### src/rtl/qsys_sysid_check_ctrl.sv
// -----------------------------------------------------------------------------
// qsys_sysid_check_ctrl
//
// Reads the two words of a Qsys/Platform Designer sysid peripheral over an
// Avalon-MM master port (address 0 = system ID, address 1 = timestamp) and
// compares them against the values this build expects. Each read is guarded by
// a waitrequest timeout so a dead slave cannot hang the sequence.
//
// Build option:
//   SYSID_CHECK_RETRY_EN - when defined, a completed pass with a mismatch (and
//                          no timeout) restarts the reads, up to 3 retries,
//                          before done is pulsed.
//
// Parameters:
//   EXPECTED_ID    - system ID word expected at address 0
//   EXPECTED_TS    - timestamp word expected at address 1
//   TIMEOUT_CYCLES - max waitrequest cycles per read (1..65535)
//
// Ports:
//   clock, reset    - rising-edge clock, synchronous active-high reset
//   start           - one-cycle request, honoured only when idle
//   avm_*           - Avalon-MM read master (address, read, readdata, waitrequest)
//   busy            - sequence in progress (read states and FIN)
//   done            - one-cycle completion pulse
//   id_ok, ts_ok    - result of the last ID / timestamp compare
//   timeout_err     - last sequence aborted on a waitrequest timeout
//   id_value        - last captured ID word
//   ts_value        - last captured timestamp word
// -----------------------------------------------------------------------------
module qsys_sysid_check_ctrl #(
  parameter logic [31:0] EXPECTED_ID    = 32'd0,
  parameter logic [31:0] EXPECTED_TS    = 32'd1496327636,
  parameter logic [15:0] TIMEOUT_CYCLES = 16'd255
) (
  input  logic        clock,
  input  logic        reset,
  input  logic        start,
  output logic        avm_address,
  output logic        avm_read,
  input  logic [31:0] avm_readdata,
  input  logic        avm_waitrequest,
  output logic        busy,
  output logic        done,
  output logic        id_ok,
  output logic        ts_ok,
  output logic        timeout_err,
  output logic [31:0] id_value,
  output logic [31:0] ts_value
);

  typedef enum logic [1:0] {
    IDLE  = 2'd0,
    RD_ID = 2'd1,
    RD_TS = 2'd2,
    FIN   = 2'd3
  } state_t;

  state_t      state;
  state_t      state_nxt;
  logic [15:0] wait_cnt;
  logic        in_read;
  logic        rd_done;
  logic        rd_timeout;
  logic        retry;

  assign in_read = (state == RD_ID) || (state == RD_TS);
  // A read completes on any read-state cycle without waitrequest, so a
  // completion can never be mistaken for a timeout on the same cycle.
  assign rd_done = in_read && !avm_waitrequest;
  // wait_cnt holds the stalls seen so far; this stall is the one that makes the
  // count reach TIMEOUT_CYCLES.
  assign rd_timeout = in_read && avm_waitrequest &&
                      (wait_cnt == (TIMEOUT_CYCLES - 16'd1));

`ifdef SYSID_CHECK_RETRY_EN
  logic [1:0] retry_cnt;

  assign retry = (state == FIN) && (!id_ok || !ts_ok) && !timeout_err &&
                 (retry_cnt != 2'd3);

  always_ff @(posedge clock) begin
    if (reset) begin
      retry_cnt <= 2'd0;
    end else if ((state == IDLE) && start) begin
      retry_cnt <= 2'd0;
    end else if (retry) begin
      retry_cnt <= retry_cnt + 2'd1;
    end
  end
`else
  assign retry = 1'b0;
`endif

  // Next state and Moore outputs.
  always_comb begin
    // NOTE: every output of this block gets a default before the case so no
    // path leaves a value unassigned, which would infer a latch.
    state_nxt   = state;
    busy        = 1'b1;
    done        = 1'b0;
    avm_read    = 1'b0;
    avm_address = 1'b0;
    case (state)
      IDLE: begin
        busy = 1'b0;
        if (start) state_nxt = RD_ID;
      end
      RD_ID: begin
        avm_read = 1'b1;
        if (rd_done)         state_nxt = RD_TS;
        else if (rd_timeout) state_nxt = FIN;
      end
      RD_TS: begin
        avm_read    = 1'b1;
        avm_address = 1'b1;
        if (rd_done || rd_timeout) state_nxt = FIN;
      end
      FIN: begin
        if (retry) begin
          state_nxt = RD_ID;
        end else begin
          done      = 1'b1;
          state_nxt = IDLE;
        end
      end
      default: state_nxt = IDLE;
    endcase
  end

  always_ff @(posedge clock) begin
    // NOTE: every register, including the data captures, is cleared by reset
    // so results after reset never show a stale compare from an earlier run.
    if (reset) begin
      state       <= IDLE;
      wait_cnt    <= 16'd0;
      id_ok       <= 1'b0;
      ts_ok       <= 1'b0;
      timeout_err <= 1'b0;
      id_value    <= 32'd0;
      ts_value    <= 32'd0;
    end else begin
      state <= state_nxt;

      // Any state change clears the counter, which covers entry to both read
      // states (including a retry re-entering RD_ID).
      if (state_nxt != state)
        wait_cnt <= 16'd0;
      else if (in_read && avm_waitrequest)
        wait_cnt <= wait_cnt + 16'd1;

      if ((state == IDLE) && start) begin
        id_ok       <= 1'b0;
        ts_ok       <= 1'b0;
        timeout_err <= 1'b0;
      end

      // A timed-out read never reaches these captures, so its ok flag stays 0
      // and its value register keeps the previous word.
      if ((state == RD_ID) && rd_done) begin
        id_value <= avm_readdata;
        id_ok    <= (avm_readdata == EXPECTED_ID);
      end
      if ((state == RD_TS) && rd_done) begin
        ts_value <= avm_readdata;
        ts_ok    <= (avm_readdata == EXPECTED_TS);
      end

      if (rd_timeout) timeout_err <= 1'b1;
    end
  end

endmodule

### config.mk
export PLATFORM = sky130hd
export DESIGN_NAME = qsys_sysid_check_ctrl
export DESIGN_NICKNAME = d
export VERILOG_FILES = /design/src/rtl/qsys_sysid_check_ctrl.sv
export SDC_FILE = /design/constraint.sdc
export NUM_CORES = 1
export LEC_CHECK = 0
export BUFFER_PORTS_ARGS = -buffer_cell sky130_fd_sc_hd__buf_4
export CORE_ASPECT_RATIO = 0.6
export CORE_UTILIZATION = 25
export CTS_CLUSTER_SIZE = 25
export DETAILED_ROUTE_END_ITERATION = 8
export PLACE_DENSITY = 0.51
export SLEW_MARGIN = 20
export SYNTH_ARGS = -nofsm -noshare
export SYNTH_HDL_FRONTEND = slang
export SYNTH_SLANG_ARGS = --single-unit
export TNS_END_PERCENT = 10
### constraint.sdc
create_clock -name clock -period 4.38 [get_ports clock]
set_input_delay 0.876 -clock clock [delete_from_list [all_inputs] [get_ports clock]]
set_output_delay 0.876 -clock clock [all_outputs]
set_load 0.005 [all_outputs]
==> metrics.txt <==
status finished, final reports clean; row count 33; xor and xnor fraction of the mapped netlist area between 2 and 3%; final setup fails 0; startpoint types register; reg2reg path depth 6; largest family of logic cells by synthesized area simple AND/OR/NAND/NOR gates; Max Cap Viol 0; Sink Count between 80 and 90; Ys Warns 0; P per Cell Area between 300 and 400 mW/mm²; fmax about 380 MHz; RSZ-0062 raised after global routing no; Synth Area in Simple Gates about 25%; I/O Buffers about 110; gr usage total between 10% and 20%; Worst R2R Setup Slack ~1.7 ns; die width between 150 and 200 µm; I/O pin cnt 107; synthesized cell area about 0.0035 mm²; Synth area leaders dfxtp_1 48%, nand2_1 15%, a21oi_1 9.7%, ha_1 2.5%, a211oi_1 2.3%; mux cell area share after synthesis 0%; Root Driver clkbuf_16; residual DRC count 0; htree depth 3; element type at the critical path end register; Synth top area share between 40% and 50%; Synth async-reset ratio 0%; Synthesized Nets roughly 480; first-pass GRT wire length between 15 and 20 mm; DRT iter0 DRCs about 180; actual slew at the worst max-slew pin 0.722 ns; Worst R2R End wait_cnt[12]$_SDFFE_PP0P_; WS Path Type register to register; VDD IR max around 0.21 mV; worst hold slack around 0.45 ns; via/cell ratio ~4.7; Hold Fails Final Rpt 0; Routed Wire Length 11.6 mm; cell accounting for the most synthesized area dfxtp_1; routed vias around 3400; largest net degree at the start of global routing 69; dpl cells about 710; RD Place Congestion 0.770; Cells after Synth approximately 440; Die Area about 0.015 mm²; number of distinct library cells after synthesis 41; sequential cell area fraction in the yosys report between 40% and 50%; Initial Util 25.7%; Seq cells post-synth between 80 and 90; start of the worst register-to-register path state[0]$_SDFF_PP0_; layout net count between 500 and 600; initial antenna violation count 0; adder-cell area share of the yosys netlist 2.48%; Post-synth top flop dfxtp_1; wire per inst ~16 µm; 1st-pass router iterations 5; CP Data Arrival Time 2.81 ns; post-route minimum period 2.63 ns; total grt overflow 0; Mapped Avg Cell Area roughly 8.0 µm²; cts repair resizes 0; crit path launch state[0]$_SDFF_PP0_; Fillers roughly 1500; final non-filler cell total a little over 700; Layout Area Growth over Synthesis 35.7%; Post-DP HPWL approximately 8.3 mm; CP required 4.55 ns; CTS buffer count 9; EDFF count, synth 0; LEAKAGE roughly 1.8 nW; period utilization approximately three fifths; CTS Buffer Depth 2; crit-path max FO 17; HP Class register to register; fin. max-slew vios 0; worst slack at placement approximately 1.5 ns; clk_lat worst skew 0.34 ns; vias in the first global route roughly 3200; Finished Cell Area between 0.004 and 0.005 mm²; setup TNS 0 ns; CTS Hold Buffers Added 0; critical path endpoint wait_cnt[12]$_SDFFE_PP0P_; ant diodes 0; clock-pin slew on the worst setup and hold paths ~0.06 ns; Rel. slew slack approximately 52%; Core Footprint approximately 0.014 mm²; CTS tree done; post-CTS setup-driven buffer insertion count 0; die height around 94 µm; Synth Area in Compound Gates 16.9%; antenna viol nets, final 0; Clock Skews between 0.006 and 0.007 ns; placed cell areas between 0.004 and 0.005 mm²; share of post-route cells with drive strength above 1 24.5%; Final WS setup around 1.7 ns
## cell usage in the layout, fill, tap and decap left out, drive strengths merged, types with 2 or more instances in the layout
| cell type | netlist | routed |
|---|---|---|
| and2 | 3 | 3 |
| nor4 | 8 | 8 |
| or3 | 6 | 6 |
| a31oi | 2 | 2 |
| nor2 | 4 | 4 |
| clkbuf | 22 | 11 |
| nor3 | 4 | 4 |
| clkinvlp | 0 | 2 |
| a221oi | 6 | 6 |
| xor2 | 8 | 8 |
| o21ai | 7 | 7 |
| nand3b | 2 | 2 |
| inv | 7 | 8 |
| xnor2 | 3 | 3 |
| ha | 7 | 7 |
| nand3 | 8 | 8 |
| nand2b | 3 | 3 |
| nand4 | 8 | 8 |
| and4 | 3 | 3 |
| dfxtp | 85 | 85 |
| or4 | 2 | 2 |
| a211oi | 11 | 11 |
| o31a | 2 | 2 |
| and3 | 3 | 3 |
| a21oi | 68 | 68 |
| buf | 7 | 110 |
| nand2 | 139 | 139 |
## cell families after synthesis
kind of cell	Yosys count
xor+xnor	11
buf+inv	36
compound gates	102
fa+ha+maj	7
flops	85
simple gates	197
## metrics by stage
| stage | utilization [%] | power, mW |
|---|---|---|
| floorplan | - | 0.860 |
| global placement | 32.6 | 0.935 |
| detailed placement | 32.7 | 0.938 |
| CTS | 34.9 | 1.71 |
| global route | 34.9 | 1.76 |
| finish | 34.9 | 1.70 |
## synth_stat cells, types with 2 or more instances
| master | n |
|---|---|
| nand2_1 | 139 |
| dfxtp_1 | 85 |
| a21oi_1 | 68 |
| clkbuf_1 | 22 |
| a211oi_1 | 11 |
| nand3_1 | 8 |
| nor4_1 | 8 |
| xor2_1 | 8 |
| ha_1 | 7 |
| inv_1 | 7 |
| nand4_1 | 7 |
| o21ai_0 | 7 |
| or3_1 | 6 |
| a221oi_1 | 5 |
| buf_2 | 4 |
| nor2_1 | 4 |
| and2_1 | 3 |
| and3_1 | 3 |
| and4_1 | 3 |
| nand2b_1 | 3 |
| nor3_1 | 3 |
| xnor2_1 | 3 |
| a31oi_1 | 2 |
| buf_4 | 2 |
| nand3b_1 | 2 |
| o31a_1 | 2 |
| or4_1 | 2 |
## worst max-delay path: stages (launching register included)
cell	delay [ns]
dfxtp_1	0.48
inv_1	0.15
ha_1	0.39
and4_1	0.43
nand2_1	0.17
nor3_4	0.63
a221oi_1	0.22
## worst min-delay path by stage
stage	start	to	slack (ns)	cells past startpoint
after global placement	ts_value[7]$_SDFFE_PP0P_	ts_value[7]$_SDFFE_PP0P_	0.44	2
after floorplan	id_value[0]$_SDFFE_PP0P_	id_value[0]$_SDFFE_PP0P_	0.45	2
after CTS	ts_value[30]$_SDFFE_PP0P_	ts_value[30]$_SDFFE_PP0P_	0.46	2
final	id_value[21]$_SDFFE_PP0P_	id_value[21]$_SDFFE_PP0P_	0.45	2
after detailed placement	ts_value[13]$_SDFFE_PP0P_	ts_value[13]$_SDFFE_PP0P_	0.45	2
after global routing	ts_value[23]$_SDFFE_PP0P_	ts_value[23]$_SDFFE_PP0P_	0.47	2
## flip-flops by register name, summed over array words and instances (netlist names)
signal,count
ts_value,32
id_value,32
wait_cnt,16
id_ok,1
ts_ok,1
state,2
timeout_err,1
## layer usage
layer	vias up	part of all wire (%)	routed length, µm	GRT usage [%]
li1	1692	-	-	-
met1	1607	51	5950	23.4
met2	93	42	4860	22.4
met3	7	6.0	698	4.80
met4	0	0.54	63	4.58
met5	-	0	0	0
## layout make-up
class                           count  area, µm²  share of cell area, %
Sequential cell                    85       1700                   35.6
Multi-Input combinational cell    317       1690                   35.3
Inverter                            7       26.3                  0.549
Clock buffer                       11        243                   5.07
Clock inverter                      5       58.8                   1.23
Timing Repair Buffer              110        826                   17.3
Tap cell                          192        240                   5.02
## report_power, final
part	internal, mW	leakage [nW]	switching [mW]
Sequential	0.784	0.686	0.00760
Clock	0.459	0.142	0.318
Combinational	0.0535	0.982	0.0758
Total	1.30	1.81	0.401
Power figures use the tool's default switching activity.
